File: src/rtl/clk_div_pkg.sv
// -----------------------------------------------------------------------------
// clk_div_pkg
//   Shared types and constants for the run-time programmable clock divider.
//
//   Contents:
//     state_e          controller state (IDLE / RUN / STOPPING)
//     MIN_DIV          smallest legal divide ratio
//     def_div_legal()  elaboration-time range check for the reset ratio
// -----------------------------------------------------------------------------
package clk_div_pkg;

  // Encoding is fixed so the debug state output reads the same in every build.
  typedef enum logic [1:0] {
    ST_IDLE     = 2'd0,
    ST_RUN      = 2'd1,
    ST_STOPPING = 2'd2
  } state_e;

  // A ratio of 0 or 1 cannot produce a clock with both a high and a low phase.
  localparam int unsigned MIN_DIV = 2;

  // True when def_div fits the phase counter and is at least MIN_DIV.
  // The upper bound is 2^cnt_w - 1 so the counter never has to reach 2^cnt_w.
  function automatic bit def_div_legal(input int unsigned def_div,
                                       input int unsigned cnt_w);
    longint max_div;
    max_div = (longint'(1) << cnt_w) - longint'(1);
    return (def_div >= MIN_DIV) && (longint'(def_div) <= max_div);
  endfunction

endpackage : clk_div_pkg

File: src/rtl/clk_div_core.sv
// -----------------------------------------------------------------------------
// clk_div_core
//   Phase counter and registered divided clock.
//
//   Ports:
//     clock_in    in   sole clock, posedge
//     reset_n     in   synchronous active-low reset
//     run         in   1 = the divider is running in the coming cycle
//                      (i.e. the controller's next state is not IDLE)
//     div_active  in   ratio N currently in use (N >= 2)
//     wrap        out  current cycle is the last of the period (cnt == N-1)
//     clock_out   out  registered divided clock
//
//   While running, cnt walks 0..N-1 and clock_out is high for cnt < N/2
//   (floor), giving exactly N cycles per period. When run drops the counter
//   and output return to zero; when run rises a fresh period starts at cnt=0.
// -----------------------------------------------------------------------------
module clk_div_core #(
  parameter int unsigned CNT_W = 8
) (
  input  logic             clock_in,
  input  logic             reset_n,
  input  logic             run,
  input  logic [CNT_W-1:0] div_active,
  output logic             wrap,
  output logic             clock_out
);

  logic [CNT_W-1:0] cnt_q, cnt_d;
  logic             out_q, out_d;
  // Remembers whether the previous cycle was a running one, so a start
  // (run rising) restarts the phase instead of advancing it.
  logic             run_q, run_d;
  logic [CNT_W-1:0] half;

  assign half = div_active >> 1;

  // Only meaningful while running; in IDLE cnt is 0 and N-1 >= 1.
  assign wrap = run_q && (cnt_q == (div_active - CNT_W'(1)));

  always_comb begin
    cnt_d = cnt_q;
    out_d = out_q;
    run_d = run;
    if (!run) begin
      cnt_d = '0;
      out_d = 1'b0;
    end else if (!run_q) begin
      cnt_d = '0;
      out_d = 1'b1;
    end else begin
      cnt_d = wrap ? '0 : (cnt_q + CNT_W'(1));
      // At a wrap cnt_d is 0, which is below N/2 for every legal N, so the
      // choice of old vs. new ratio at that edge does not matter.
      out_d = (cnt_d < half);
    end
  end

  always_ff @(posedge clock_in) begin
    if (!reset_n) begin
      cnt_q <= '0;
      out_q <= 1'b0;
      run_q <= 1'b0;
    end else begin
      cnt_q <= cnt_d;
      out_q <= out_d;
      run_q <= run_d;
    end
  end

  assign clock_out = out_q;

endmodule : clk_div_core

File: src/rtl/clock_div_ctrl.sv
// -----------------------------------------------------------------------------
// clock_div_ctrl
//   Run-time controller for an integer clock divider. Ratio changes arrive on
//   a valid/ready port, wait in a one-deep holding register and are applied
//   only at a period boundary (or immediately while idle), so the output never
//   shows a runt or truncated pulse. enable starts the output on the next cycle
//   and stops it cleanly at the end of the current period.
//
//   Ports:
//     clock_in       in   sole clock, posedge
//     reset_n        in   synchronous active-low reset
//     enable         in   1 = run divided output, 0 = stop at period end
//     div_req_valid  in   new ratio request
//     div_req_ratio  in   requested ratio N
//     div_req_ready  out  holding register empty, request can be accepted
//     clock_out      out  registered divided clock
//     div_active     out  ratio currently in use
//     busy           out  not IDLE, or a request is waiting
//     err_bad_ratio  out  one-cycle pulse after accepting N < 2
//     dbg_state      out  controller state, for observation only
//
//   Handshake: a request transfers on a rising clock edge where
//   div_req_valid && div_req_ready. ready is simply "holding register empty".
//   A requester that sees ready low must keep valid and ratio stable until a
//   transfer happens. A transferred ratio below 2 is reported on
//   err_bad_ratio and dropped, leaving the holding register empty.
// -----------------------------------------------------------------------------
module clock_div_ctrl
  import clk_div_pkg::*;
#(
  parameter int unsigned CNT_W   = 8,
  parameter int unsigned DEF_DIV = 3
) (
  input  logic             clock_in,
  input  logic             reset_n,
  input  logic             enable,
  input  logic             div_req_valid,
  input  logic [CNT_W-1:0] div_req_ratio,
  output logic             div_req_ready,
  output logic             clock_out,
  output logic [CNT_W-1:0] div_active,
  output logic             busy,
  output logic             err_bad_ratio,
  output state_e           dbg_state
);

  if (!def_div_legal(DEF_DIV, CNT_W)) begin : g_bad_def_div
    $error("clock_div_ctrl: DEF_DIV must lie in [2, 2^CNT_W-1]");
  end

  // ---------------------------------------------------------------------------
  // Registers
  // ---------------------------------------------------------------------------
  state_e           state_q, state_d;
  logic             pend_valid_q, pend_valid_d;
  logic [CNT_W-1:0] pend_ratio_q, pend_ratio_d;
  logic [CNT_W-1:0] div_q, div_d;
  logic             err_q, err_d;

  // Combinational helpers
  logic wrap;
  logic run;
  logic accept;
  logic bad_ratio;
  logic apply;

  // ---------------------------------------------------------------------------
  // FSM: state register
  // ---------------------------------------------------------------------------
  always_ff @(posedge clock_in) begin
    if (!reset_n) begin
      state_q <= ST_IDLE;
    end else begin
      state_q <= state_d;
    end
  end

  // ---------------------------------------------------------------------------
  // FSM: next state
  //   RUN with enable low at a wrap goes straight to IDLE: the period that is
  //   ending is already complete, so there is nothing left to finish.
  //   STOPPING with enable high returns to RUN without touching the phase.
  // ---------------------------------------------------------------------------
  always_comb begin
    state_d = state_q;
    case (state_q)
      ST_IDLE: begin
        if (enable) state_d = ST_RUN;
      end
      ST_RUN: begin
        if (!enable) state_d = wrap ? ST_IDLE : ST_STOPPING;
      end
      ST_STOPPING: begin
        if (enable)    state_d = ST_RUN;
        else if (wrap) state_d = ST_IDLE;
      end
      default: state_d = ST_IDLE;
    endcase
  end

  // ---------------------------------------------------------------------------
  // FSM: outputs
  // ---------------------------------------------------------------------------
  always_comb begin
    run           = (state_d != ST_IDLE);
    busy          = (state_q != ST_IDLE) || pend_valid_q;
    div_req_ready = !pend_valid_q;
    dbg_state     = state_q;
  end

  // ---------------------------------------------------------------------------
  // Request handshake, holding register and ratio application
  //   A ratio accepted on a wrap edge lands in the holding register on that
  //   same edge, so it cannot be applied before the following wrap. Apply and
  //   accept are mutually exclusive: one needs the register full, the other
  //   empty.
  // ---------------------------------------------------------------------------
  always_comb begin
    accept       = div_req_valid && div_req_ready;
    bad_ratio    = (div_req_ratio < CNT_W'(MIN_DIV));
    apply        = pend_valid_q && ((state_q == ST_IDLE) || wrap);

    pend_valid_d = pend_valid_q;
    pend_ratio_d = pend_ratio_q;
    div_d        = div_q;
    err_d        = accept && bad_ratio;

    if (apply) begin
      div_d        = pend_ratio_q;
      pend_valid_d = 1'b0;
    end
    if (accept && !bad_ratio) begin
      pend_valid_d = 1'b1;
      pend_ratio_d = div_req_ratio;
    end
  end

  always_ff @(posedge clock_in) begin
    if (!reset_n) begin
      pend_valid_q <= 1'b0;
      pend_ratio_q <= '0;
      div_q        <= CNT_W'(DEF_DIV);
      err_q        <= 1'b0;
    end else begin
      pend_valid_q <= pend_valid_d;
      pend_ratio_q <= pend_ratio_d;
      div_q        <= div_d;
      err_q        <= err_d;
    end
  end

  assign div_active    = div_q;
  assign err_bad_ratio = err_q;

  // ---------------------------------------------------------------------------
  // Phase counter and output clock
  // ---------------------------------------------------------------------------
  clk_div_core #(
    .CNT_W (CNT_W)
  ) u_core (
    .clock_in   (clock_in),
    .reset_n    (reset_n),
    .run        (run),
    .div_active (div_q),
    .wrap       (wrap),
    .clock_out  (clock_out)
  );

endmodule : clock_div_ctrl

File: config.mk
export PLATFORM = sky130hd
export DESIGN_NAME = clock_div_ctrl
export DESIGN_NICKNAME = d
export VERILOG_FILES = /design/src/rtl/clk_div_pkg.sv /design/src/rtl/clk_div_core.sv /design/src/rtl/clock_div_ctrl.sv
export SDC_FILE = /design/constraint.sdc
export NUM_CORES = 1
export LEC_CHECK = 0
export BUFFER_PORTS_ARGS = -buffer_cell sky130_fd_sc_hd__buf_4
export CAP_MARGIN = 20
export CORE_ASPECT_RATIO = 2
export CORE_MARGIN = 2
export CORE_UTILIZATION = 40
export CTS_CLUSTER_SIZE = 25
export DETAILED_ROUTE_END_ITERATION = 16
export PLACE_DENSITY = 0.72
export SYNTH_ARGS = -nofsm -noshare
export SYNTH_HDL_FRONTEND = slang
export SYNTH_SLANG_ARGS = --single-unit
export TNS_END_PERCENT = 1
File: constraint.sdc
create_clock -name clock_in -period 2.8 [get_ports clock_in]
set_input_delay 0.56 -clock clock_in [delete_from_list [all_inputs] [get_ports clock_in]]
set_output_delay 0.56 -clock clock_in [all_outputs]
set_load 0.02 [all_outputs]
==> flow_metrics.py, run 1 <==
metrics = {
    "logic_synthesis": {
        "yosys_warnings": 0,
        "syn_nets": 209,
        "yosysUniqueCellTypes": 43,
        "yosys-top-cells-area": "dfxtp_1, mux2i_1, ha_1, nand2_1, xnor2_1",
        "synth_top_cell_by_area": "dfxtp_1",
        "syn-instance-count": 189,
        "yosysSeqAreaShare_pct": 35.3,
        "synth_compound_area_share_pct": 13.2,
        "synth_top_area_share_pct": 35.3,
        "ys_ff_latch": 30,
        "synth_top_family_by_area": "simple AND/OR/NAND/NOR gates",
        "synthSimpleGateAreaFrac_pct": 23.9,
        "synth_edf_count": 0,
        "synth-adder-area-share_pct": 5.88,
        "synthXorXnorAreaFrac_pct": 8.24,
        "ys.flop_type": "dfxtp_1",
        "synth_area_per_cell_um2": 9.00,
        "synthMuxAreaShare_pct": 7.65,
        "synth_area_mm2": 0.00170,
        "ys_async_sr_fraction_pct": 0,
    },
    "critical_path": {
        "r2r_end": "u_core.clock_out",
        "critPathRequiredTime_ns": 3.00,
        "slowest_delay_ns": 0.35,
        "critPathCaptureType": "register",
        "cp-start-kind": "register",
        "arrival_ns": 2.94,
        "critical_path.cell_chain": "inv_4 -> ha_4 -> o21bai_4 -> a2111oi_4 -> a311oi_2 -> a2111oi_4 -> buf_4 -> nor2_1 -> ha_1 -> a2111oi_4 -> a211oi_2 -> nor3b_1",
        "critPathMaxFanout": 7,
        "crit_end": "u_core.clock_out",
        "crit_type": "reg2reg",
        "worstReg2RegStart": "div_active[1]",
        "cpMaxStageDelayCell": "dfxtp_4",
        "critPathLaunch": "div_active[1]",
        "reg2reg_depth": 12,
        "path_common_cell": "a2111oi_4",
        "reg2reg_slack_ns": 0.06,
    },
    "placed_design": {
        "place.gp.congestion": 0.868,
        "placed_cells": 270,
        "postPlaceCellArea_mm2": 0.00205,
        "place_hpwl_mm": 3.09,
        "portBuffers": 25,
    },
    "power": {
        "max-vdd-ir-drop_mv": 0.562,
        "power.density_mw_per_mm2": 476,
        "p_leak_uw": 0.000888,
        "p_switching_uw": 262,
        "power.clock.fraction_pct": 40.2,
        "sw_frac_of_total_pct": 24.8,
        "seqPwrFrac_pct": 43.4,
        "internal-power_uw": 795,
        "p_comb_share_pct": 16.4,
    },
    "run": {
        "cap_violations": 0,
    },
    "clock_network": {
        "clk_path_buf_depth": 2,
        "tritoncts": "yes",
        "cts.sinks": 30,
        "worstSkewPairLatency_ns": 0.28,
        "cts-root-buf": "clkbuf_8",
        "cts_buffers": 5,
        "clkTransAtPathRegs_ns": 0.07,
        "ctsHtreeMaxLevel": 2,
    },
    "timing": {
        "fin_tns_setup_ns": 0,
        "setup_viol": 0,
        "max_slew_margin_pct": 41.8,
        "worst_pin_slew_ns": 0.871,
        "rsz0062_at_grt": "yes",
        "finalHoldViolations": 0,
        "slew_viol_final": 0,
        "period_share_pct": 97.8,
        "max_freq_mhz": 365,
        "clock-skew-final_ns": 0.00857,
        "period_needed_ns": 2.74,
    },
    "global_routing": {
        "grt_max_degree": 27,
        "grt_pass1_vias": 1439,
        "track_usage_pct": 18.0,
        "grt_pass1_wl_mm": 6.37,
        "grt.overflow.total": 0,
        "antenna_found_initial": 0,
    },
    "status": {
        "status": "finished clean",
    },
    "routing": {
        "antenna_left": 0,
        "vias_per_cell": 5.16,
        "drt-initial-drc-count": 25,
        "dr.pass1.iters": 4,
        "drc": 0,
        "vias": 1440,
        "wire_per_inst_um": 13.9,
        "drt-total-wl_mm": 3.88,
    },
    "layout": {
        "multi_input_area_mm2": 0.00107,
        "drive_gt1_share_pct": 31.3,
        "final_util_pct": 54.3,
        "nFillCells": 378,
        "mostFrequentLayoutCells": "buf_4, dfxtp_1, nand2_1",
        "num-nets-final": 246,
        "final_common_cell": "buf_4",
        "antenna_cells": 0,
        "final_area_mm2": 0.00222,
        "finalNonFillerCells": 279,
        "area_growth_pct": 30.5,
        "regArea_um2": 608,
    },
    "floorplan": {
        "num_io_pins": 26,
        "chipHeight_um": 96.2,
        "num_rows": 33,
        "die_width_um": 50.1,
        "start_util_pct": 41.6,
        "core_region_area_mm2": 0.00409,
        "dieArea_mm2": 0.00482,
    },
    "min_path": {
        "hold_class": "in2reg",
        "hold_depth": 2,
    },
}
critical path: cells and delay by family (launching register included):
kind | cells | cell delay [ns]
flops | 1 | 0.35
compound gates | 6 | 1.30
buf+inv | 2 | 0.25
simple gates | 2 | 0.24
fa+ha+maj | 2 | 0.50
per-layer routing:
layer  global-route usage [%]  up-vias  share of wire (%)
li1                         -      724                  -
met1                     16.6      671                 36
met2                     34.0       32                 57
met3                     2.95       13                3.1
met4                     13.2        0                3.8
met5                        0        -                  0
kinds of logic after synthesis:
logic type               after synthesis
buffers and inverters                 22
adder cells (fa/ha/maj)                8
XOR/XNOR                              16
AND/OR/NAND/NOR                       73
AO/OA/AOI/OAI                         27
flip-flops                            30
multiplexers                          13
synthesized netlist by cell type (all sizes together) (4+ instances only):
cell type / instances
a21oi: 4
xnor2: 8
o211ai: 4
buf: 4
nand2: 19
dfxtp: 30
nor2: 17
ha: 8
nand3: 5
xor2: 8
nand2b: 4
o21ai: 4
clkbuf: 6
nor2b: 11
mux2i: 13
inv: 12
sequential cells by signal, summed over array words and instances (netlist names):
register and count:
pend_ratio_q 8, u_core.run_q 1, div_active 8, err_bad_ratio 1
dbg_state 2, u_core.clock_out 1, pend_valid_q 1, u_core.cnt_q 8
power by group through the flow:
stage               logic (uW)  registers, uW  clock network (uW)
detailed placement         163            468                   0
floorplan                 93.6            477                   0
CTS                        165            459                 434
finish                     173            459                 424
global placement           161            468                   0
global route               190            461                 454
worst min path at each step:
stage | start | to | slack, ns
after floorplan | pend_ratio_q[7] | div_active[7] | 0.44
after global placement | pend_ratio_q[5] | div_active[5] | 0.45
after detailed placement | pend_ratio_q[5] | div_active[5] | 0.45
after CTS | enable | dbg_state[1] | 0.45
after global routing | enable | dbg_state[1] | 0.45
final | enable | dbg_state[1] | 0.45
stage by stage:
step	setup slack, ns	power [uW]	hold WS (ns)
after global routing	-0.109	1100	0.447
after detailed placement	-0.0795	631	0.453
final	0.0630	1060	0.453
after global placement	-0.0761	628	0.448
after CTS	0.0226	1060	0.448
after floorplan	-0.159	571	0.437
cell type report:
type	instances	area share (%)
clock buffer	6	3.27
clock inverter	2	1.69
inverter	12	2.25
multi-input combinational	137	48.4
sequential	30	27.4
tap	52	2.93
timing repair buffer	40	14.1
what timing repair did:
| item | in CTS | in global routing |
|---|---|---|
| pin swaps | 1 | 0 |
| gates cloned | 0 | 0 |
| resized for setup | 0 | 7 |
| setup endpoints to repair | 1 | 1 |
| hold buffers | 0 | 0 |
| setup buffers | 1 | 0 |
(Power assumes the default switching activity.)
==> inputs of run 2 (changes only) <==
--- a/config.mk
+++ b/config.mk
@@ -12,6 +12,7 @@
 export CORE_UTILIZATION = 40
 export CTS_CLUSTER_SIZE = 25
 export DETAILED_ROUTE_END_ITERATION = 16
+export MAX_ROUTING_LAYER = met4
 export PLACE_DENSITY = 0.72
 export SYNTH_ARGS = -nofsm -noshare
 export SYNTH_HDL_FRONTEND = slang
==> run 2 against run 1 <==
Compared with the run above: non-clock buffer count did not move; die area is the same; total power hardly changed; via count down 0.90%; hold slack is essentially flat; count of clock-buffer cells in the layout unchanged; flip-flop and latch count unchanged; final cell count did not move; sequential power hardly changed; combinational power about the same; clock power about the same.
==> flow_metrics.py, run 2 (same netlist as run 1, synthesis figures left out) <==
metrics = {
    "clock_network": {
        "ctsHtreeMaxLevel": 2,
        "clk_path_buf_depth": 2,
        "postCtsHoldBufs": 0,
        "cts-root-buf": "clkbuf_8",
        "clkTransAtPathRegs_ns": 0.07,
        "worstSkewPairLatency_ns": 0.28,
        "tritoncts": "yes",
        "cts_buffers": 5,
        "cts.sinks": 30,
    },
    "power": {
        "design_power_total_uw": 1060,
        "power.density_mw_per_mm2": 475,
        "max-vdd-ir-drop_mv": 0.563,
        "p_leak_uw": 0.000888,
    },
    "placed_design": {
        "place_hpwl_mm": 3.09,
        "placed_cells": 270,
        "postPlaceCellArea_mm2": 0.00205,
        "place.gp.congestion": 0.882,
        "portBuffers": 25,
    },
    "timing": {
        "worst_pin_slew_ns": 0.867,
        "rsz0062_at_grt": "yes",
        "finalHoldViolations": 0,
        "slew_viol_final": 0,
        "period_share_pct": 97.8,
        "period_needed_ns": 2.74,
        "max_freq_mhz": 365,
        "setup_viol": 0,
        "max_slew_margin_pct": 42.1,
        "clock-skew-final_ns": 0.00887,
    },
    "routing": {
        "vias": 1427,
        "drc": 0,
        "antenna_left": 0,
        "drt-total-wl_mm": 3.89,
        "dr.pass1.iters": 4,
        "vias_per_cell": 5.11,
        "drt-initial-drc-count": 16,
        "wire_per_inst_um": 13.9,
    },
    "critical_path": {
        "cp-start-kind": "register",
        "critPathMaxFanout": 7,
        "arrival_ns": 2.94,
        "critPathRequiredTime_ns": 3.00,
        "critPathCaptureType": "register",
        "crit_type": "reg2reg",
    },
    "layout": {
        "final_area_mm2": 0.00222,
        "antenna_cells": 0,
        "num-nets-final": 246,
        "mostFrequentLayoutCells": "buf_4, dfxtp_1, nand2_1",
        "area_growth_pct": 30.5,
        "drive_gt1_share_pct": 31.3,
        "final_common_cell": "buf_4",
        "finalNonFillerCells": 279,
    },
    "global_routing": {
        "grt_pass1_vias": 1428,
        "grt_max_degree": 27,
        "grt.overflow.total": 0,
        "antenna_found_initial": 0,
        "grt_pass1_wl_mm": 6.39,
        "track_usage_pct": 18.5,
    },
    "run": {
        "cap_violations": 0,
    },
    "floorplan": {
        "core_region_area_mm2": 0.00409,
        "num_rows": 33,
        "num_io_pins": 26,
        "dieArea_mm2": 0.00482,
        "start_util_pct": 41.6,
        "die_width_um": 50.1,
        "chipHeight_um": 96.2,
    },
    "status": {
        "status": "finished clean",
    },
    "min_path": {
        "hold_class": "in2reg",
    },
}
-- run 2: routing by layer --
layer	up-vias	part of all wire, %	global-route usage, %
li1	725	-	-
met1	664	36	16.8
met2	28	57	33.8
met3	10	3.1	3.42
met4	0	3.3	13.2
met5	-	0	-
-- run 2: area by class of cell --
type,instances,area [um2]
clock inverter,2,37.5
inverter,12,50.0
clock buffer,6,72.6
sequential,30,608
fill,378,1870
multi-input combinational,137,1070
tap,52,65.1
timing repair buffer,40,313
-- run 2: path summary, 6_finish.rpt --
path	startpoint	end	slack, ns	cells past startpoint
min	enable	dbg_state[1]	0.45	2
min reg2reg	pend_ratio_q[5]	div_active[5]	0.46	2
max	div_active[1]	u_core.clock_out	0.06	12
max reg2reg	div_active[1]	u_core.clock_out	0.06	12
-- run 2: critical path, cell delays in order (launching register included) --
cell       delay [ns]
dfxtp_4          0.35
inv_4            0.05
ha_4             0.16
o21bai_4         0.17
a2111oi_4        0.29
a311oi_2         0.10
a2111oi_4        0.30
buf_4            0.20
nor2_1           0.07
ha_1             0.34
a2111oi_4        0.32
a211oi_2         0.12
nor3b_1          0.17
-- run 2: metrics by stage --
| step | hold slack [ns] | utilization [%] | setup TNS, ns | setup slack (ns) |
|---|---|---|---|---|
| 4_1_cts | 0.448 | 53.0 | 0 | 0.0226 |
| 5_1_grt | 0.444 | 54.3 | -0.107 | -0.107 |
| 3_5_place_dp | 0.453 | 50.1 | -0.0795 | -0.0795 |
| 6_report | 0.453 | 54.3 | 0 | 0.0619 |
| 3_3_place_gp | 0.448 | 50.1 | -0.0761 | -0.0761 |
| 2_1_floorplan | 0.437 | - | -0.159 | -0.159 |
-- run 2: what timing repair did --
action                     in CTS  in global routing
setup endpoints to repair       1                  1
setup buffers                   1                  0
resized for setup               0                  7
pin swaps                       1                  0
-- run 2: power by group --
group / total (uW) / leakage [uW] / switching [uW] / internal [uW]
logic: 173 / 0.000592 / 87.8 / 85.3
clock network: 424 / 0.0000514 / 159 / 265
registers: 459 / 0.000245 / 14.6 / 444
total: 1060 / 0.000888 / 261 / 795
